[src/rtl/mem_stage_pkg.sv]
// Shared types and encodings for the MEM pipeline stage: bundle layouts,
// load-type and TLB-op encodings, and the stage FSM state type.
package mem_stage_pkg;

   localparam int MEM2WB_LEN  = 239;
   localparam int EXE2MEM_LEN = MEM2WB_LEN + 4;

   localparam logic [2:0] LD_NONE = 3'd0;
   localparam logic [2:0] LD_B    = 3'd1;
   localparam logic [2:0] LD_BU   = 3'd2;
   localparam logic [2:0] LD_H    = 3'd3;
   localparam logic [2:0] LD_HU   = 3'd4;
   localparam logic [2:0] LD_W    = 3'd5;

   localparam logic [2:0] TLB_OP_NONE = 3'd0;
   localparam logic [2:0] TLB_OP_SRCH = 3'd1;
   localparam logic [2:0] TLB_OP_RD   = 3'd2;
   localparam logic [2:0] TLB_OP_WR   = 3'd3;
   localparam logic [2:0] TLB_OP_FILL = 3'd4;
   localparam logic [2:0] TLB_OP_INV  = 3'd5;

   // aux is the bundle tail that MEM never interprets, only carries to WB.
   typedef struct packed {
      logic        rf_we;
      logic [4:0]  rf_waddr;
      logic [31:0] rf_wdata;
      logic [31:0] pc;
      logic        csr_read;
      logic        csr_we;
      logic [13:0] csr_num;
      logic [31:0] csr_wmask;
      logic [31:0] csr_wvalue;
      logic [31:0] vaddr;
      logic        ex_valid;
      logic [5:0]  ecode;
      logic [8:0]  esubcode;
      logic        is_ertn;
      logic [2:0]  tlb_op;
      logic [4:0]  invtlb_op;
      logic [31:0] aux;
   } mem2wb_t;

   typedef struct packed {
      logic [2:0] ld_type;
      logic       mem_req_sent;
      mem2wb_t    wb;
   } exe2mem_t;

   typedef enum logic [1:0] {
      ST_IDLE,
      ST_WAIT,
      ST_HOLD
   } mem_state_e;

endpackage

[src/rtl/mem_stage_if.sv]
// Handshake and data bus around the MEM stage: EXE input side, WB output
// side, data-SRAM response, flush and the ID forwarding bundle.
interface mem_stage_if;
   import mem_stage_pkg::*;

   logic                   mem_allowin;
   logic                   exe_to_mem_valid;
   logic [EXE2MEM_LEN-1:0] exe_to_mem_zip;
   logic                   wb_allowin;
   logic                   mem_to_wb_valid;
   logic [MEM2WB_LEN-1:0]  mem_to_wb_zip;
   logic                   data_sram_data_ok;
   logic [31:0]            data_sram_rdata;
   logic                   wb_ex;
   logic                   mem_ex;
   logic [38:0]            mem_rf_zip;

   modport slave (
      output mem_allowin,
      input  exe_to_mem_valid,
      input  exe_to_mem_zip,
      input  wb_allowin,
      output mem_to_wb_valid,
      output mem_to_wb_zip,
      input  data_sram_data_ok,
      input  data_sram_rdata,
      input  wb_ex,
      output mem_ex,
      output mem_rf_zip
   );

   modport master (
      input  mem_allowin,
      output exe_to_mem_valid,
      output exe_to_mem_zip,
      output wb_allowin,
      input  mem_to_wb_valid,
      input  mem_to_wb_zip,
      output data_sram_data_ok,
      output data_sram_rdata,
      output wb_ex,
      input  mem_ex,
      input  mem_rf_zip
   );

endinterface

[src/rtl/mem_stage_load_align.sv]
// Combinational load aligner: picks the byte/half lane from the low address
// bits and sign- or zero-extends it to 32 bits.
module load_align
   import mem_stage_pkg::*;
(
   input  logic [2:0]  ld_type,
   input  logic [1:0]  addr,
   input  logic [31:0] word,
   output logic [31:0] result
);

   logic [7:0]  byte_sel;
   logic [15:0] half_sel;

   always_comb begin
      byte_sel = word[{addr, 3'b000} +: 8];
      half_sel = addr[1] ? word[31:16] : word[15:0];
      case (ld_type)
         LD_B:    result = {{24{byte_sel[7]}}, byte_sel};
         LD_BU:   result = {24'd0, byte_sel};
         LD_H:    result = {{16{half_sel[15]}}, half_sel};
         LD_HU:   result = {16'd0, half_sel};
         default: result = word;
      endcase
   end

endmodule

[src/rtl/mem_stage.sv]
// MEM pipeline stage: waits for the data-SRAM response, aligns load data and
// hands the bundle to WB. `define MEM_LOAD_FWD_EN to forward load data to ID early.
module mem_stage
   import mem_stage_pkg::*;
#(
   parameter int TAG_W = 2
) (
   input logic         clk,
   input logic         reset,
   mem_stage_if.slave  bus
);

   localparam logic [TAG_W-1:0] CNT_MAX = '1;
   localparam logic [TAG_W-1:0] CNT_ONE = TAG_W'(1);

   mem_state_e       state;
   exe2mem_t         mem_zip;
   exe2mem_t         exe_zip;
   mem2wb_t          out_zip;
   logic [31:0]      ld_buf;
   logic             ld_buf_v;
   logic [TAG_W-1:0] discard_cnt;
   logic [TAG_W-1:0] discard_nxt;

   logic        mem_valid;
   logic        usable_ok;
   logic        mem_ready_go;
   logic        accept;
   logic        handoff;
   logic        disc_inc;
   logic        disc_dec;
   logic [31:0] ld_word;
   logic [31:0] aligned;
   logic [31:0] wb_wdata;
   logic        mem_block;
   logic [31:0] fwd_data;
   logic        rf_we_eff;

   assign exe_zip      = bus.exe_to_mem_zip;
   assign mem_valid    = (state != ST_IDLE);
   assign usable_ok    = bus.data_sram_data_ok && (discard_cnt == '0);
   assign mem_ready_go = (state == ST_HOLD) || ((state == ST_WAIT) && usable_ok);
   assign handoff      = mem_valid && mem_ready_go && bus.wb_allowin;
   assign accept       = bus.mem_allowin && bus.exe_to_mem_valid && !bus.wb_ex;

   // Responses owed to flushed loads are counted so they can be dropped later.
   assign disc_inc = bus.wb_ex && (state == ST_WAIT) && !usable_ok;
   assign disc_dec = bus.data_sram_data_ok && (discard_cnt != '0);

   always_comb begin
      discard_nxt = discard_cnt;
      if (disc_inc && !disc_dec && (discard_cnt != CNT_MAX)) begin
         discard_nxt = discard_cnt + CNT_ONE;
      end else if (disc_dec && !disc_inc) begin
         discard_nxt = discard_cnt - CNT_ONE;
      end
   end

   always_ff @(posedge clk) begin
      if (reset) begin
         state       <= ST_IDLE;
         mem_zip     <= '0;
         ld_buf      <= '0;
         ld_buf_v    <= 1'b0;
         discard_cnt <= '0;
      end else begin
         discard_cnt <= discard_nxt;
         if (bus.wb_ex) begin
            state    <= ST_IDLE;
            ld_buf_v <= 1'b0;
         end else if (accept) begin
            state    <= exe_zip.mem_req_sent ? ST_WAIT : ST_HOLD;
            mem_zip  <= exe_zip;
            ld_buf_v <= 1'b0;
         end else if (handoff) begin
            state    <= ST_IDLE;
            ld_buf_v <= 1'b0;
         end else if ((state == ST_WAIT) && usable_ok) begin
            state    <= ST_HOLD;
            ld_buf   <= bus.data_sram_rdata;
            ld_buf_v <= 1'b1;
         end
      end
   end

   // An overflow would let a stale response be mistaken for live load data.
   assert property (@(posedge clk) disable iff (reset)
      !(disc_inc && !disc_dec && (discard_cnt == CNT_MAX)));

   assign ld_word = ld_buf_v ? ld_buf : bus.data_sram_rdata;

   load_align u_load_align (
      .ld_type (mem_zip.ld_type),
      .addr    (mem_zip.wb.vaddr[1:0]),
      .word    (ld_word),
      .result  (aligned)
   );

   assign wb_wdata = (mem_zip.ld_type == LD_NONE) ? mem_zip.wb.rf_wdata : aligned;

   always_comb begin
      out_zip          = mem_zip.wb;
      out_zip.rf_wdata = wb_wdata;
      if (mem_zip.wb.ex_valid) begin
         out_zip.rf_we = 1'b0;
      end
   end

`ifdef MEM_LOAD_FWD_EN
   assign mem_block = mem_valid && (mem_zip.wb.csr_read ||
                      ((mem_zip.ld_type != LD_NONE) && !mem_ready_go));
   assign fwd_data  = wb_wdata;
`else
   assign mem_block = mem_valid && (mem_zip.wb.csr_read || (mem_zip.ld_type != LD_NONE));
   assign fwd_data  = mem_zip.wb.rf_wdata;
`endif

   assign rf_we_eff = mem_valid && mem_zip.wb.rf_we && !mem_zip.wb.ex_valid;

   assign bus.mem_allowin     = !mem_valid || (mem_ready_go && bus.wb_allowin);
   assign bus.mem_to_wb_valid = mem_valid && mem_ready_go && !bus.wb_ex;
   assign bus.mem_to_wb_zip   = out_zip;
   assign bus.mem_ex          = mem_valid && (mem_zip.wb.ex_valid || mem_zip.wb.is_ertn);
   assign bus.mem_rf_zip      = {mem_block, rf_we_eff, mem_zip.wb.rf_waddr, fwd_data};

endmodule

[src/flat_wrapper.sv]
// flat-port wrapper written by rule: the top's interface ports become plain ports
module mem_stage_flat import mem_stage_pkg::*;
#(
   parameter int TAG_W = 2
)
  (clk, reset, bus_mem_allowin, bus_exe_to_mem_valid, bus_exe_to_mem_zip, bus_wb_allowin, bus_mem_to_wb_valid, bus_mem_to_wb_zip, bus_data_sram_data_ok, bus_data_sram_rdata, bus_wb_ex, bus_mem_ex, bus_mem_rf_zip);
  mem_stage_if bus_i ();
  input logic clk;
  input logic reset;
  output wire logic [$bits(bus_i.mem_allowin)-1:0] bus_mem_allowin;
  input wire logic [$bits(bus_i.exe_to_mem_valid)-1:0] bus_exe_to_mem_valid;
  input wire logic [$bits(bus_i.exe_to_mem_zip)-1:0] bus_exe_to_mem_zip;
  input wire logic [$bits(bus_i.wb_allowin)-1:0] bus_wb_allowin;
  output wire logic [$bits(bus_i.mem_to_wb_valid)-1:0] bus_mem_to_wb_valid;
  output wire logic [$bits(bus_i.mem_to_wb_zip)-1:0] bus_mem_to_wb_zip;
  input wire logic [$bits(bus_i.data_sram_data_ok)-1:0] bus_data_sram_data_ok;
  input wire logic [$bits(bus_i.data_sram_rdata)-1:0] bus_data_sram_rdata;
  input wire logic [$bits(bus_i.wb_ex)-1:0] bus_wb_ex;
  output wire logic [$bits(bus_i.mem_ex)-1:0] bus_mem_ex;
  output wire logic [$bits(bus_i.mem_rf_zip)-1:0] bus_mem_rf_zip;
  assign bus_mem_allowin = bus_i.mem_allowin;
  assign bus_i.exe_to_mem_valid = bus_exe_to_mem_valid;
  assign bus_i.exe_to_mem_zip = bus_exe_to_mem_zip;
  assign bus_i.wb_allowin = bus_wb_allowin;
  assign bus_mem_to_wb_valid = bus_i.mem_to_wb_valid;
  assign bus_mem_to_wb_zip = bus_i.mem_to_wb_zip;
  assign bus_i.data_sram_data_ok = bus_data_sram_data_ok;
  assign bus_i.data_sram_rdata = bus_data_sram_rdata;
  assign bus_i.wb_ex = bus_wb_ex;
  assign bus_mem_ex = bus_i.mem_ex;
  assign bus_mem_rf_zip = bus_i.mem_rf_zip;
  mem_stage #(.TAG_W(TAG_W)) u_core (.clk(clk), .reset(reset), .bus(bus_i));
endmodule
[config.mk]
export PLATFORM = sky130hd
export DESIGN_NAME = mem_stage_flat
export DESIGN_NICKNAME = d
export VERILOG_FILES = /design/src/rtl/mem_stage_pkg.sv /design/src/rtl/mem_stage_if.sv /design/src/rtl/mem_stage_load_align.sv /design/src/rtl/mem_stage.sv /design/src/flat_wrapper.sv
export SDC_FILE = /design/constraint.sdc
export NUM_CORES = 1
export LEC_CHECK = 0
export CAP_MARGIN = 20
export CORE_AREA = 2 2 220 222
export DETAILED_ROUTE_END_ITERATION = 10
export DIE_AREA = 0 0 222 224
export GPL_TIMING_DRIVEN = 0
export PLACE_DENSITY = 0.61
export SYNTH_ARGS = -nofsm -noshare
export SYNTH_HDL_FRONTEND = slang
export SYNTH_SLANG_ARGS = --single-unit
[constraint.sdc]
create_clock -name clk -period 1.8 [get_ports clk]
set_input_delay 0.18 -clock clk [delete_from_list [all_inputs] [get_ports clk]]
set_output_delay 0.18 -clock clk [all_outputs]
set_load 0.005 [all_outputs]
# Word-level counts from Yosys, hierarchy flattened

Cells that the tools add are included.
W data, S select, Z words.

Input bits: 281
Logic and storage cells: 85
Register bits: 279

Mux-type cells: 11
Equality and inequality tests: 7
Add/subtract/negate cells: 2
Bitwise gates (word level): 3
Shift operators: 1
Reduce and logical (&&, ||, !) cells: 39

Operators with widths:

| kind                  | number |
|---|---|
| $pmux W32 S4          | 1 |
| $mux W32              | 2 |
| $shiftx A32 B6 Y8     | 1 |
| $logic_and A1 B1 Y1   | 18 |
| $mux W16              | 1 |
| $mux W2               | 6 |
| $eq A3 B2 Y1 const B  | 2 |
| $logic_not A1 Y1      | 6 |
| $reduce_bool A2 Y1    | 3 |
| $reduce_bool A3 Y1    | 2 |
| $logic_or A1 B1 Y1    | 4 |
| $reduce_and A4 Y1     | 1 |
| $reduce_or A4 Y1      | 1 |
| $eq A3 B1 Y1 const B  | 1 |
| $eq A3 B3 Y1 const B  | 1 |
| $logic_not A3 Y1      | 1 |
| $not A1 Y1            | 3 |
| $add A2 B1 Y2 const B | 1 |
| $eq A2 B1 Y1 const B  | 1 |
| $eq A2 B2 Y1 const B  | 1 |
| $logic_not A2 Y1      | 1 |
| $ne A2 B2 Y1 const B  | 1 |
| $reduce_and A2 Y1     | 1 |
| $reduce_or A2 Y1      | 1 |
| other kinds (2)       | 2 |

# Longest topological paths before layout

Depth after elaboration: 10
Depth in mapped cells: 9
Gate-level depth less buffers: 5

# By module

A second synthesis with hierarchy kept.

Cell total of the unflattened synthesis: 1,681
Area total of the unflattened synthesis: 16,140.5 um^2

By module, submodules not included:

| module     | instances | cells an instance | area each (um^2) |
|---|---|---|---|
| mem_stage  | 1         | 1,561             | 15,290.9 |
| load_align | 1         | 120               | 849.6 |

# Worst setup path after synthesis

OpenSTA, ideal clock, no wires.

Path type: flip-flop to output port
Start point: reg u_core.mem_zip, in the netlist u_core.bus.mem_to_wb_zip[58]
End point: out bus_mem_to_wb_zip[209]
Arrival time: 1.705 ns
Stages on the path, launching flop included: 6
Slack: -0.085 ns
Data required time: 1.620 ns
Cells stage by stage: dfxtp_1 > buf_2 > mux4_2 > mux2_2 > o32ai_4 > nor2_1

Cells in the longest elaborated chain, start to end: 3

RTL lines:

| element                                       | line                                                   | RTL |
|---|---|---|
| from (decl)                                   | mem_stage.sv:17                                        | `exe2mem_t mem_zip;` |
| from (signal assigned)                        | mem_stage.sv:73                                        | `mem_zip <= exe_zip;` |
| $shiftx A32 B6 Y8 or $mux W16 (tied branches) | mem_stage_load_align.sv:16, mem_stage_load_align.sv:17 |  |
| $pmux W32 S4 (*)                              | mem_stage_load_align.sv:18                             | `case (ld_type)` |
| $mux W32 (*)                                  | mem_stage.sv:99                                        | `assign wb_wdata = (mem_zip.ld_type == LD_NONE) ? mem_zip.wb.rf_wdata : aligned;` |
| to (decl)                                     | flat_wrapper.sv:15                                     | `output wire logic [$bits(bus_i.mem_to_wb_zip)-1:0] bus_mem_to_wb_zip;` |

Every way passes the cells marked *; elsewhere a longest branch is shown, timed or not.

# Final worst setup path

Start point: reg u_core.mem_zip, in the netlist u_core.bus.mem_to_wb_zip[58]
End point: out bus_mem_to_wb_zip[205]

The elaborated chain is that of the path after synthesis.

==> results.py <==
metrics = {
    "setup_path": {
        "critPathMaxStageDelay_ns": 0.55,
        "crit_cells": 6,
        "worstSetupStartpointType": "flip-flop",
        "path_max_fanout": 10,
        "critical-path-top-delay-family": "buffers and inverters",
        "slowest_stage": "mux4_2",
        "worstPathArrival_ns": 2.56,
        "r2r_cells": 9,
        "end_kind": "primary output",
        "path_buf_inv": 3,
        "path_class": "reg -> out",
        "crit_chain": "buf_6 > buf_8 > mux4_2 > a22oi_1 > a21oi_1 > clkdlybuf4s50_1",
        "required_ns": 1.62,
    },
    "clock_tree": {
        "clkSlewWorstSetupHoldPaths_ns": 0.06,
        "cts_tree": "done",
        "root_buffer": "clkbuf_16",
        "h-tree-depth": 2,
        "clk_latency_ns": 0.53,
        "cts_buffers": 35,
        "cts.path.max_buffers": 3,
        "clkSinkCount": 279,
        "holdBufCountCts": 0,
    },
    "sta": {
        "finalHoldViolations": 0,
        "period_share_pct": 152,
        "tightestPinTransition_ns": 0.977,
        "skew_ns": 0.0108,
        "relSlewSlack_pct": 34.9,
        "period_needed_ns": 2.74,
        "hold_ws_ns": 0.207,
        "timing.final.ws_setup_ns": -0.938,
        "max_freq_ghz": 0.365,
        "rsz0062_at_grt": "yes",
        "drv_slew": 0,
        "setup_viol": 297,
    },
    "cells_and_area": {
        "multi_input_area_um2": 8370,
        "fillerInstances": 4138,
        "area_delta_synth_final_pct": 84.7,
        "layout_commonest_cell": "clkdlybuf4s50_1",
        "layout-drive-gt1-share_pct": 42.7,
        "nNetsFinal": 2628,
        "final_cell_area_um2": 25800,
        "instances_no_fill": 2986,
        "regArea_um2": 5630,
        "layout_common_cells": "524 x clkdlybuf4s50_1, 274 x buf_4, 264 x dfxtp_1",
    },
    "power_and_ir_drop": {
        "power_leakage_nw": 9.27,
        "ir_drop_mv": 0.759,
        "power_density_nw_per_um2": 679,
    },
    "die": {
        "fp.dieW_um": 222,
        "coreArea_um2": 47300,
        "rows": 80,
        "dieArea_um2": 49700,
        "pin_count": 562,
        "die_h_um": 224,
        "start_util_pct": 29.5,
    },
    "routing": {
        "num_vias": 15400,
        "ant_nets": 0,
        "avgViaCountPerCell": 5.16,
        "routed_wl_um": 64800,
        "drc": 0,
        "drt_first_pass_iters": 5,
        "drt-initial-drc-count": 905,
        "wire_per_inst_um": 21.7,
    },
    "synth": {
        "synth_edf_count": 0,
        "syn_inst": 1674,
        "synth_area_um2": 14000,
        "postSynthAreaPerCell_um2": 8.34,
        "ys_async_sr_fraction_pct": 0,
        "synth.net_count": 1955,
        "yosys_warnings": 0,
        "ys_types": 44,
        "synth_ff_type": "dfxtp_1",
        "synth_seq_cells": 279,
        "yosysSeqAreaShare_pct": 40.0,
    },
    "placement": {
        "dpl_cell_area_um2": 20300,
        "gp_congestion": 0.941,
        "dp_hpwl_um": 44400,
        "dp_cells": 2849,
        "port_buffers": 560,
    },
    "grt": {
        "grt_max_degree": 12,
        "grt_pass1_vias": 15600,
        "grt-ovfl-total": 0,
        "antenna_found_initial": 4,
        "grt_first_pass_wirelength_um": 93300,
        "grt_usage_pct": 24.0,
    },
    "min_path": {
        "whs_path_depth": 3,
        "hp-class": "in -> reg",
    },
    "run_status": {
        "violations": "negative setup slack",
        "status": "finished, violations left",
    },
    "run": {
        "drv_cap": 0,
    },
}
## routing by layer
layer / GRT usage (%) / part of all wire, % / up-vias
met1: 28.4 / 40 / 7531
met3: 6.57 / 7.2 / 123
met2: 41.6 / 50 / 646
met4: 8.39 / 3.0 / 8
li1: - / - / 7086
met5: 0 / 0.083 / -
## where the power goes
group / leakage (nW) / switching [mW] / internal [mW] / total (mW)
clock network: 0.560 / 2.83 / 4.28 / 7.11
logic: 6.43 / 1.67 / 2.11 / 3.78
registers: 2.28 / 0.191 / 6.43 / 6.62
total: 9.27 / 4.69 / 12.8 / 17.5
## through the flow
step / worst slack (ns) / util (%) / setup TNS (ns) / total power [mW]
floorplan: -0.0482 / - / -0.338 / 7.93
global placement: -1.35 / 43.0 / -307.01 / 9.68
detailed placement: -1.37 / 43.0 / -316.08 / 9.70
CTS: -0.970 / 50.9 / -57.93 / 17.2
global route: -1.03 / 54.4 / -79.54 / 18.1
finish: -0.938 / 54.4 / -55.72 / 17.5
## worst paths after layout
| kind | start | endpoint | slack (ns) |
|---|---|---|---|
| setup / recovery | u_core.bus.mem_to_wb_zip[58] | bus_mem_to_wb_zip[205] | -0.94 |
| hold reg to reg | u_core.bus.mem_to_wb_zip[165] | u_core.bus.mem_to_wb_zip[165] | 0.47 |
| hold / removal | bus_exe_to_mem_zip[206] | u_core.fwd_data[5] | 0.21 |
| setup reg to reg | u_core.discard_cnt[1] | u_core.bus.mem_to_wb_zip[98] | -0.26 |
## repair_timing
| action | in CTS | in global routing |
|---|---|---|
| pin swaps | 318 | 191 |
| setup buffers | 53 | 25 |
| resized for setup | 537 | 599 |
| gates cloned | 20 | 8 |
| endpoints found under the setup margin | 321 | 311 |
| endpoints found under the hold margin | 0 | 0 |
## cell usage after synthesis (all sizes together) (3+ instances only)
library cell | instances | area share [%]
o21a | 3 | 0.16
nor2b | 6 | 0.27
o21ai | 247 | 8.9
nand2 | 20 | 0.54
a22oi | 5 | 0.27
nand2b | 5 | 0.22
a32oi | 3 | 0.19
nand4 | 4 | 0.18
mux2i | 42 | 3.0
a221o | 16 | 1.1
clkbuf | 105 | 2.8
nand4b | 3 | 0.19
dfxtp | 279 | 40
nand3 | 243 | 8.7
mux2 | 26 | 2.1
o221ai | 8 | 0.50
inv | 4 | 0.11
buf | 303 | 16
nor3 | 5 | 0.18
a21oi | 257 | 9.2
mux4 | 16 | 2.6
nor2 | 55 | 1.5
## tightest hold or removal path: stages
cell and delay (ns):
clkdlybuf4s50_1 0.40, nand3_1 0.06, a21oi_1 0.05
## flip-flops by register name, summed over array words and instances, names as in the netlist
register and flops:
u_core.bus.mem_rf_zip 5, u_core.bus.mem_to_wb_zip 201, u_core.discard_cnt 2, u_core.fwd_data 32, u_core.ld_buf 32, u_core.ld_buf_v 1
u_core.mem_zip 4, u_core.state 2
## kinds of logic (layout without fill, tap and decap cells)
group,after synthesis,count (layout),share of synthesized area (%)
XOR/XNOR,1,1,0.0628
AND/OR/NAND/NOR,347,347,12.2
buffers and inverters,412,1108,18.7
AO/OA/AOI/OAI,551,551,21.3
multiplexers,84,84,7.69
flip-flops,279,279,40.0
other,0,1,0
## layout make-up
cell class	instances	area share, %
Antenna cell	1	0.00971
Buffer	397	11.8
Clock buffer	51	4.03
Clock inverter	9	0.379
Inverter	4	0.0874
Multi-Input combinational cell	983	32.5
Sequential cell	279	21.8
Tap cell	615	2.99
Timing Repair Buffer	647	26.4
Power figures use the tool's default switching activity.
